<file path="config.mk">
export PLATFORM = sky130hd
export DESIGN_NAME = accum_sched
export DESIGN_NICKNAME = d
export VERILOG_FILES = /design/src/rtl/accum_sched.sv
export SDC_FILE = /design/constraint.sdc
export NUM_CORES = 1
export LEC_CHECK = 0
export ABC_AREA = 1
export CORE_MARGIN = 10
export CORE_UTILIZATION = 49
export DETAILED_ROUTE_END_ITERATION = 10
export PLACE_DENSITY = 0.84
export SLEW_MARGIN = 10
export SYNTH_ARGS = -nofsm -noshare
export SYNTH_HDL_FRONTEND = slang
export SYNTH_SLANG_ARGS = --single-unit
</file>
<file path="constraint.sdc">
create_clock -name clk -period 2.7 [get_ports clk]
set_input_delay 0.27 -clock clk [delete_from_list [all_inputs] [get_ports clk]]
set_output_delay 0.27 -clock clk [all_outputs]
set_load 0.1 [all_outputs]
</file>
<file path="src/rtl/accum_sched.sv">
// accum_sched: round-robin scheduler sharing one accumulate-and-compare datapath
// between NREQ requesters. Each grant streams NBEAT operands, sums them, and
// latches alarm = (acc > THRESH).
// Optional build macro ACCUM_SAT_EN: when defined, acc saturates at 2^ACC_W-1;
// otherwise acc wraps modulo 2^ACC_W.
//
// state | meaning
// ------+---------------------------------------------------------------
// IDLE  | no owner; arbitrate among req from the round-robin pointer
// GRANT | one cycle: clear acc and beat count, advance pointer
// ACCUM | accept operands from owner while dvalid; NBEAT beats -> CHECK
// CHECK | one cycle: alarm <= (acc > THRESH)
// DONE  | result held; wait for owner to drop req
module accum_sched #(
  parameter int NREQ   = 2,
  parameter int DW     = 2,
  parameter int NBEAT  = 3,
  parameter int ACC_W  = 4,
  parameter int THRESH = 5,
  localparam int OW    = (NREQ > 1) ? $clog2(NREQ) : 1,
  localparam int CW    = $clog2(NBEAT + 1)
) (
  input  logic                 clk,
  input  logic                 reset,
  input  logic [NREQ-1:0]      req,
  input  logic [NREQ*DW-1:0]   din,
  input  logic [NREQ-1:0]      dvalid,
  output logic [NREQ-1:0]      dready,
  output logic [NREQ-1:0]      gnt,
  output logic [OW-1:0]        owner,
  output logic [ACC_W-1:0]     acc,
  output logic                 busy,
  output logic                 done,
  output logic                 alarm
);

  typedef enum logic [2:0] {
    IDLE  = 3'd0,
    GRANT = 3'd1,
    ACCUM = 3'd2,
    CHECK = 3'd3,
    DONE  = 3'd4
  } state_t;

  state_t            state_q, state_d;
  logic [OW-1:0]     owner_q, ptr_q, pick, ptr_nxt;
  logic [ACC_W-1:0]  acc_q, acc_add;
  logic [CW-1:0]     cnt_q;
  logic              alarm_q;
  logic              found;
  logic              own_req, beat, last_beat;
  logic [NREQ-1:0]   owner_hot;
  logic [DW-1:0]     slot;

  assign own_req   = req[owner_q];
  assign beat      = dvalid[owner_q];
  assign last_beat = (cnt_q == CW'(NBEAT - 1));
  assign owner_hot = NREQ'(1) << owner_q;
  assign slot      = din[owner_q*DW +: DW];
  assign ptr_nxt   = (int'(owner_q) == NREQ - 1) ? '0 : owner_q + OW'(1);

  // Round-robin pick: first set req bit at or after the pointer, wrapping.
  always_comb begin
    logic [OW-1:0] cand;
    pick  = ptr_q;
    found = 1'b0;
    cand  = '0;
    for (int i = 0; i < NREQ; i++) begin
      cand = OW'((int'(ptr_q) + i) % NREQ);
      if (!found && req[cand]) begin
        pick  = cand;
        found = 1'b1;
      end
    end
  end

  // Accumulate one operand; overflow policy chosen at build time.
`ifdef ACCUM_SAT_EN
  always_comb begin
    logic [ACC_W:0] sum;
    sum     = {1'b0, acc_q} + (ACC_W+1)'(slot);
    acc_add = sum[ACC_W] ? '1 : sum[ACC_W-1:0];
  end
`else
  always_comb begin
    acc_add = acc_q + ACC_W'(slot);
  end
`endif

  // Next-state logic; losing the owner's req in GRANT/ACCUM aborts to IDLE.
  always_comb begin
    state_d = state_q;
    case (state_q)
      IDLE:    if (|req) state_d = GRANT;
      GRANT:   state_d = own_req ? ACCUM : IDLE;
      ACCUM: begin
        if (!own_req)              state_d = IDLE;
        else if (beat && last_beat) state_d = CHECK;
      end
      CHECK:   state_d = DONE;
      DONE:    if (!own_req) state_d = IDLE;
      default: state_d = IDLE;
    endcase
  end

  // State register.
  always_ff @(posedge clk or negedge reset) begin
    if (!reset) state_q <= IDLE;
    else        state_q <= state_d;
  end

  // Owner, pointer, accumulator, beat counter and alarm registers.
  always_ff @(posedge clk or negedge reset) begin
    if (!reset) begin
      owner_q <= '0;
      ptr_q   <= '0;
      acc_q   <= '0;
      cnt_q   <= '0;
      alarm_q <= 1'b0;
    end else begin
      case (state_q)
        IDLE: if (found) owner_q <= pick;
        GRANT: begin
          acc_q <= '0;
          cnt_q <= '0;
          ptr_q <= ptr_nxt;
        end
        ACCUM: if (beat) begin
          acc_q <= acc_add;
          cnt_q <= cnt_q + CW'(1);
        end
        CHECK: alarm_q <= (int'(acc_q) > THRESH);
        default: ;
      endcase
    end
  end

  assign busy   = (state_q != IDLE);
  assign done   = (state_q == DONE);
  assign gnt    = busy ? owner_hot : '0;
  assign dready = (state_q == ACCUM) ? owner_hot : '0;
  assign owner  = owner_q;
  assign acc    = acc_q;
  assign alarm  = alarm_q;

endmodule

</file>
==> impl_metrics.py, run 1 <==
metrics = {
    "timing": {
        "finalMaxSlewViolations": 0,
        "max_freq_ghz": 0.534,
        "tightest_slew_ns": 0.566,
        "setup_viol": 0,
        "max_slew_margin_pct": 62.1,
        "finalHoldViolCount": 0,
        "setup_ws_ns": 0.828,
        "post-route-period-util_pct": 69.3,
        "clock_skew_ns": 0.000399,
        "period_minus_slack_ns": 1.87,
        "rsz0062_at_grt": "no",
    },
    "setup_path": {
        "critPathArrivalTime_ns": 2.04,
        "start_kind": "flop",
        "crit_start": "owner$_DFFE_PN0P_",
        "max_stage_delay_ns": 0.59,
        "criticalPathCategory": "flop to flop",
        "crit_slowest_cell": "dfrtp_1",
        "crit_top_cell": "nand2_1",
        "crit_required_ns": 2.87,
        "r2r-start": "owner$_DFFE_PN0P_",
        "path_cells": "inv_4 -> nand2_1 -> nand2_1 -> ha_1 -> fa_1 -> xnor2_1 -> nor2_1 -> nand2_1 -> nand2_1",
        "endpoint_kind": "flop",
        "crit_fanout": 11,
    },
    "floorplanning": {
        "start_util_pct": 51.1,
        "die_x_um": 59.4,
        "core_area_um2": 1490,
        "die_h_um": 59.4,
        "io_pins": 22,
        "rows": 14,
        "die_area_um2": 3530,
    },
    "clocking": {
        "clock_path_buffers": 2,
        "cts_resized": 0,
        "cts_tree": "done",
        "hold_buffers": 0,
        "clkTransAtPathRegs_ns": 0.08,
        "cts-root-buf": "clkbuf_4",
        "post_cts_buffers": 0,
        "htree_num_levels": 1,
        "worstSkewPairLatency_ns": 0.27,
        "cts_buffers": 3,
        "clock_sinks": 12,
    },
    "detailed_routing": {
        "postRouteAntennaNets": 0,
        "routed_wl_mm": 1.87,
        "drtIter0Drc": 20,
        "dr_wl_met3_um": 140,
        "wl_met2_um": 950,
        "dr.pass1.iters": 4,
        "viasPerCell": 5.14,
        "drc": 0,
        "wl_met1_um": 771,
        "wl_per_cell_um": 13.0,
        "top_layer": "met4",
        "vias": 740,
    },
    "layout": {
        "drive_gt1_share_pct": 19.5,
        "area_growth_pct": 29.6,
        "final_nets": 143,
        "antenna_cells": 0,
    },
    "run_status": {
        "status": "completed",
    },
    "logic_synthesis": {
        "async_reset_ff_share_pct": 100,
        "synth-edff-count": 0,
        "ys_ff_latch": 12,
        "synthesis.nets": 118,
        "syn-cell-area_um2": 761,
        "ys.flop_type": "dfrtp_1",
        "synthDistinctLibCells": 20,
        "netlist_instances": 104,
        "avgSynthCellArea_um2": 7.31,
        "yosysSeqAreaShare_pct": 39.5,
        "yosysWarnings": 0,
    },
    "grt": {
        "grt_max_degree": 13,
        "gr-total-overflow": 0,
        "grt_antenna_before_repair": 0,
        "grt_usage_pct": 11.9,
        "grt_pass1_vias": 759,
        "grt_pass1_wl_mm": 3.33,
    },
    "place": {
        "place_hpwl_mm": 1.50,
        "io_buffers": 21,
        "gp_congestion": 0.839,
        "place_ws_ns": 0.860,
    },
    "job": {
        "maxCapViolCount": 0,
    },
    "hold_path": {
        "hold_path_class": "primary input to asynchronous set/reset pin",
    },
}
## cells in the mapped netlist, types with 2 or more instances
cell / instances / area share (%)
inv_2: 2 / 0.99
nand2_1: 34 / 17
nor2_1: 11 / 5.4
o21ai_0: 4 / 2.6
o21ai_1: 2 / 1.3
nor2_2: 2 / 1.6
a21oi_1: 3 / 2.0
dfrtp_1: 12 / 39
nand3_1: 10 / 6.6
ha_1: 3 / 4.9
nand2_2: 2 / 1.6
inv_1: 11 / 5.4
## worst max-delay path, delay by kind of cell (launching register included)
family,cells,cell delay [ns]
xor gates and xnor gates,1,0.16
and+or+nand+nor,5,0.32
buffers and inverters,1,0.11
DFF,1,0.59
adders and majority gates,2,0.59
## layout by cell type (no fill, tap or decap), drive strengths merged
cell           count
clkdlybuf4s50      9
a21oi              3
ha                 3
nor3               2
o22ai              1
o21ai              6
inv               14
fa                 1
dfrtp             12
clkbuf             4
nand2             36
nor2              13
buf               12
xnor2              1
nand3             11
## per-layer routing
metal,vias to the layer above,GRT usage (%)
li1,376,-
met1,343,13.8
met3,2,4.94
met2,19,18.3
met5,-,0
met4,0,6.23
## cell families after synthesis
logic type               count (synthesis)  synth area share (%)
AND/OR/NAND/NOR                         62                  36.3
buffers and inverters                   15                  8.72
flip-flops                              12                  39.5
AO/OA/AOI/OAI                           10                  6.74
adder cells (fa/ha/maj)                  4                  7.57
XOR/XNOR                                 1                  1.15
## cell type report
| type | instances | area [um^2] |
|---|---|---|
| tap | 16 | 20.0 |
| sequential | 12 | 300 |
| clock buffer | 4 | 36.3 |
| multi-input combinational | 77 | 394 |
| fill | 138 | 503 |
| timing repair buffer | 21 | 180 |
| inverter | 14 | 55.1 |
## sequential cells by signal, indices dropped and copies added, names as in the netlist
name / flops
owner: 1
ptr_q: 1
alarm: 1
acc: 4
cnt_q: 2
state_q: 3
## path summary, 6_finish.rpt
path	to	slack, ns	cells after the start
max	acc[2]$_DFFE_PN0P_	0.83	9
min	owner$_DFFE_PN0P_	0.35	1
max reg2reg	acc[2]$_DFFE_PN0P_	0.83	9
min reg2reg	ptr_q$_DFFE_PN0P_	0.49	2
max in group asynchronous	acc[3]$_DFFE_PN0P_	1.98	1
min in group clk	ptr_q$_DFFE_PN0P_	0.49	2
## through the flow
stage	setup TNS [ns]	hold WS [ns]	cell area, um^2	utilization [%]	std cells
4_1_cts	0	0.369	986	66.2	144
5_1_grt	0	0.364	986	66.2	144
3_3_place_gp	0	0.460	950	63.8	140
6_report	0	0.353	986	66.2	144
2_1_floorplan	-0.0652	-0.0256	761	-	104
3_5_place_dp	0	0.471	950	63.8	140
Power of run 1 is left out: the tool's default activity adds up to more than one toggle a clock period on the data nets, which glitch-free logic cannot reach.
==> run 2, diff against run 1 <==
--- a/config.mk
+++ b/config.mk
@@ -7,9 +7,9 @@
 export LEC_CHECK = 0
 export ABC_AREA = 1
 export CORE_MARGIN = 10
-export CORE_UTILIZATION = 49
+export CORE_UTILIZATION = 45
 export DETAILED_ROUTE_END_ITERATION = 10
-export PLACE_DENSITY = 0.84
+export PLACE_DENSITY = 0.78
 export SLEW_MARGIN = 10
 export SYNTH_ARGS = -nofsm -noshare
 export SYNTH_HDL_FRONTEND = slang
==> constraint.sdc (replaced) <==
create_clock -name clk -period 1.86 [get_ports clk]
set_input_delay 0.186 -clock clk [delete_from_list [all_inputs] [get_ports clk]]
set_output_delay 0.186 -clock clk [all_outputs]
set_load 0.1 [all_outputs]
==> impl_metrics.py, run 2 (synthesis gave the netlist of run 1 again) <==
metrics = {
    "setup_path": {
        "regToRegSetupSlack_ns": 0.17,
        "endpoint_kind": "flop",
        "criticalPathCategory": "flop to flop",
        "reg2reg_to": "acc[1]$_DFFE_PN0P_",
        "max_stage_delay_ns": 0.56,
        "critPathBufInv": 1,
        "crit_end": "acc[1]$_DFFE_PN0P_",
        "path_cells": "inv_4 -> nand2_1 -> nand2_1 -> ha_2 -> fa_2 -> nand3_1 -> nand2_1",
        "r2r_cells": 7,
        "crit_top_cell": "nand2_1",
        "critPathArrivalTime_ns": 1.85,
        "cp.depth": 7,
        "crit_fanout": 11,
        "crit_start": "owner$_DFFE_PN0P_",
        "start_kind": "flop",
        "crit_required_ns": 2.02,
        "crit_family": "adder cells",
        "crit_slowest_cell": "dfrtp_4",
        "r2r-start": "owner$_DFFE_PN0P_",
    },
    "grt": {
        "grt_use_met1_pct": 12.2,
        "grt-busiest-layer": "met2",
        "grt_max_degree": 13,
        "grt_pass1_wl_mm": 3.31,
        "grt_usage_pct": 11.6,
        "grt_antenna_before_repair": 0,
        "grt_pass1_vias": 744,
        "grtUsageMet2_pct": 21.7,
        "grt_util_met3_pct": 2.67,
        "gr-total-overflow": 0,
    },
    "place": {
        "placed_cells": 140,
        "postPlaceCellArea_um2": 1070,
        "gp_congestion": 0.879,
        "place_ws_ns": 0.176,
        "io_buffers": 21,
        "place_hpwl_mm": 1.70,
    },
    "detailed_routing": {
        "drc": 0,
        "vias": 748,
        "dr.pass1.iters": 4,
        "postRouteAntennaNets": 0,
        "routed_wl_mm": 2.01,
        "drtIter0Drc": 8,
        "viasPerCell": 5.23,
        "wl_per_cell_um": 14.0,
    },
    "run_status": {
        "status": "completed",
    },
    "layout": {
        "drive_gt1_share_pct": 26.8,
        "area_growth_pct": 43.6,
        "layout_commonest_cell": "nand2_1",
        "final_cell_mix": "nand2_1, inv_1, dfrtp_1",
        "antenna_cells": 0,
        "largest_register_ffs": 4,
        "final_nets": 143,
        "stdcell_area_um2": 1090,
        "fillers": 118,
        "instances_no_fill": 143,
    },
    "job": {
        "maxCapViolCount": 0,
    },
    "timing": {
        "setup_ws_ns": 0.174,
        "setup_viol": 0,
        "clock_skew_ns": 0.0110,
        "max_freq_ghz": 0.593,
        "rsz0062_at_grt": "no",
        "max_slew_margin_pct": 63.7,
        "finalMaxSlewViolations": 0,
        "finalHoldViolCount": 0,
        "tightest_slew_ns": 0.542,
        "period_minus_slack_ns": 1.69,
        "fin_setup_tns_ns": 0,
        "post-route-period-util_pct": 90.6,
    },
    "floorplanning": {
        "core_area_um2": 1560,
        "start_util_pct": 48.8,
        "die_h_um": 61.1,
        "die_x_um": 61.1,
        "io_pins": 22,
        "die_area_um2": 3740,
        "rows": 14,
    },
    "clocking": {
        "hold_buffers": 0,
        "cts_resized": 0,
        "post_cts_buffers": 0,
        "cts_tree": "done",
        "cts_buffers": 3,
        "clock_sinks": 12,
        "worstSkewPairLatency_ns": 0.28,
        "clkTransAtPathRegs_ns": 0.08,
        "cts-root-buf": "clkbuf_4",
        "htree_num_levels": 1,
        "clock_path_buffers": 2,
    },
    "hold_path": {
        "hold_path_class": "primary input to asynchronous set/reset pin",
    },
}
-- run 2: metal layers --
| layer | vias up | share of wire [%] | routed length (um) |
|---|---|---|---|
| li1 | 375 | - | - |
| met1 | 347 | 39 | 783 |
| met2 | 20 | 53 | 1060 |
| met3 | 6 | 6.3 | 126 |
| met4 | 0 | 1.6 | 33 |
| met5 | - | 0 | 0 |
-- run 2: area by class of cell --
type | count | area (um^2) | area share (%)
multi-input cells | 77 | 422 | 38.6
flip-flops and latches | 12 | 305 | 27.9
well taps | 16 | 20.0 | 1.83
clock buffers | 3 | 22.5 | 2.06
repair buffers | 21 | 268 | 24.5
inverters | 14 | 55.1 | 5.04
-- run 2: how the worst min path moves through the flow --
stage	cells after the start	to	start
final	1	ptr_q$_DFFE_PN0P_	reset
after global routing	1	ptr_q$_DFFE_PN0P_	reset
after CTS	1	ptr_q$_DFFE_PN0P_	reset
after detailed placement	2	cnt_q[1]$_DFFE_PN0P_	cnt_q[1]$_DFFE_PN0P_
after global placement	2	cnt_q[1]$_DFFE_PN0P_	cnt_q[1]$_DFFE_PN0P_
after floorplan	0	acc[0]$_DFFE_PN0P_	reset
-- run 2: stage by stage --
| stage | util [%] | hold slack, ns |
|---|---|---|
| finish | 70.1 | 0.254 |
| global placement | 68.6 | 0.461 |
| global route | 70.1 | 0.299 |
| floorplan | - | -0.110 |
| detailed placement | 68.6 | 0.471 |
| CTS | 70.1 | 0.282 |
Power of run 2 is left out for the same reason.
==> run 3, diff against run 2 <==
--- a/config.mk
+++ b/config.mk
@@ -8,6 +8,7 @@
 export ABC_AREA = 1
 export CORE_MARGIN = 10
 export CORE_UTILIZATION = 45
+export CTS_CLUSTER_SIZE = 28
 export DETAILED_ROUTE_END_ITERATION = 10
 export PLACE_DENSITY = 0.78
 export SLEW_MARGIN = 10
==> results of run 3 <==
Same layout as run 2: the final DEF is identical, and so are final timing and power.
Power of run 3 is left out for the same reason.
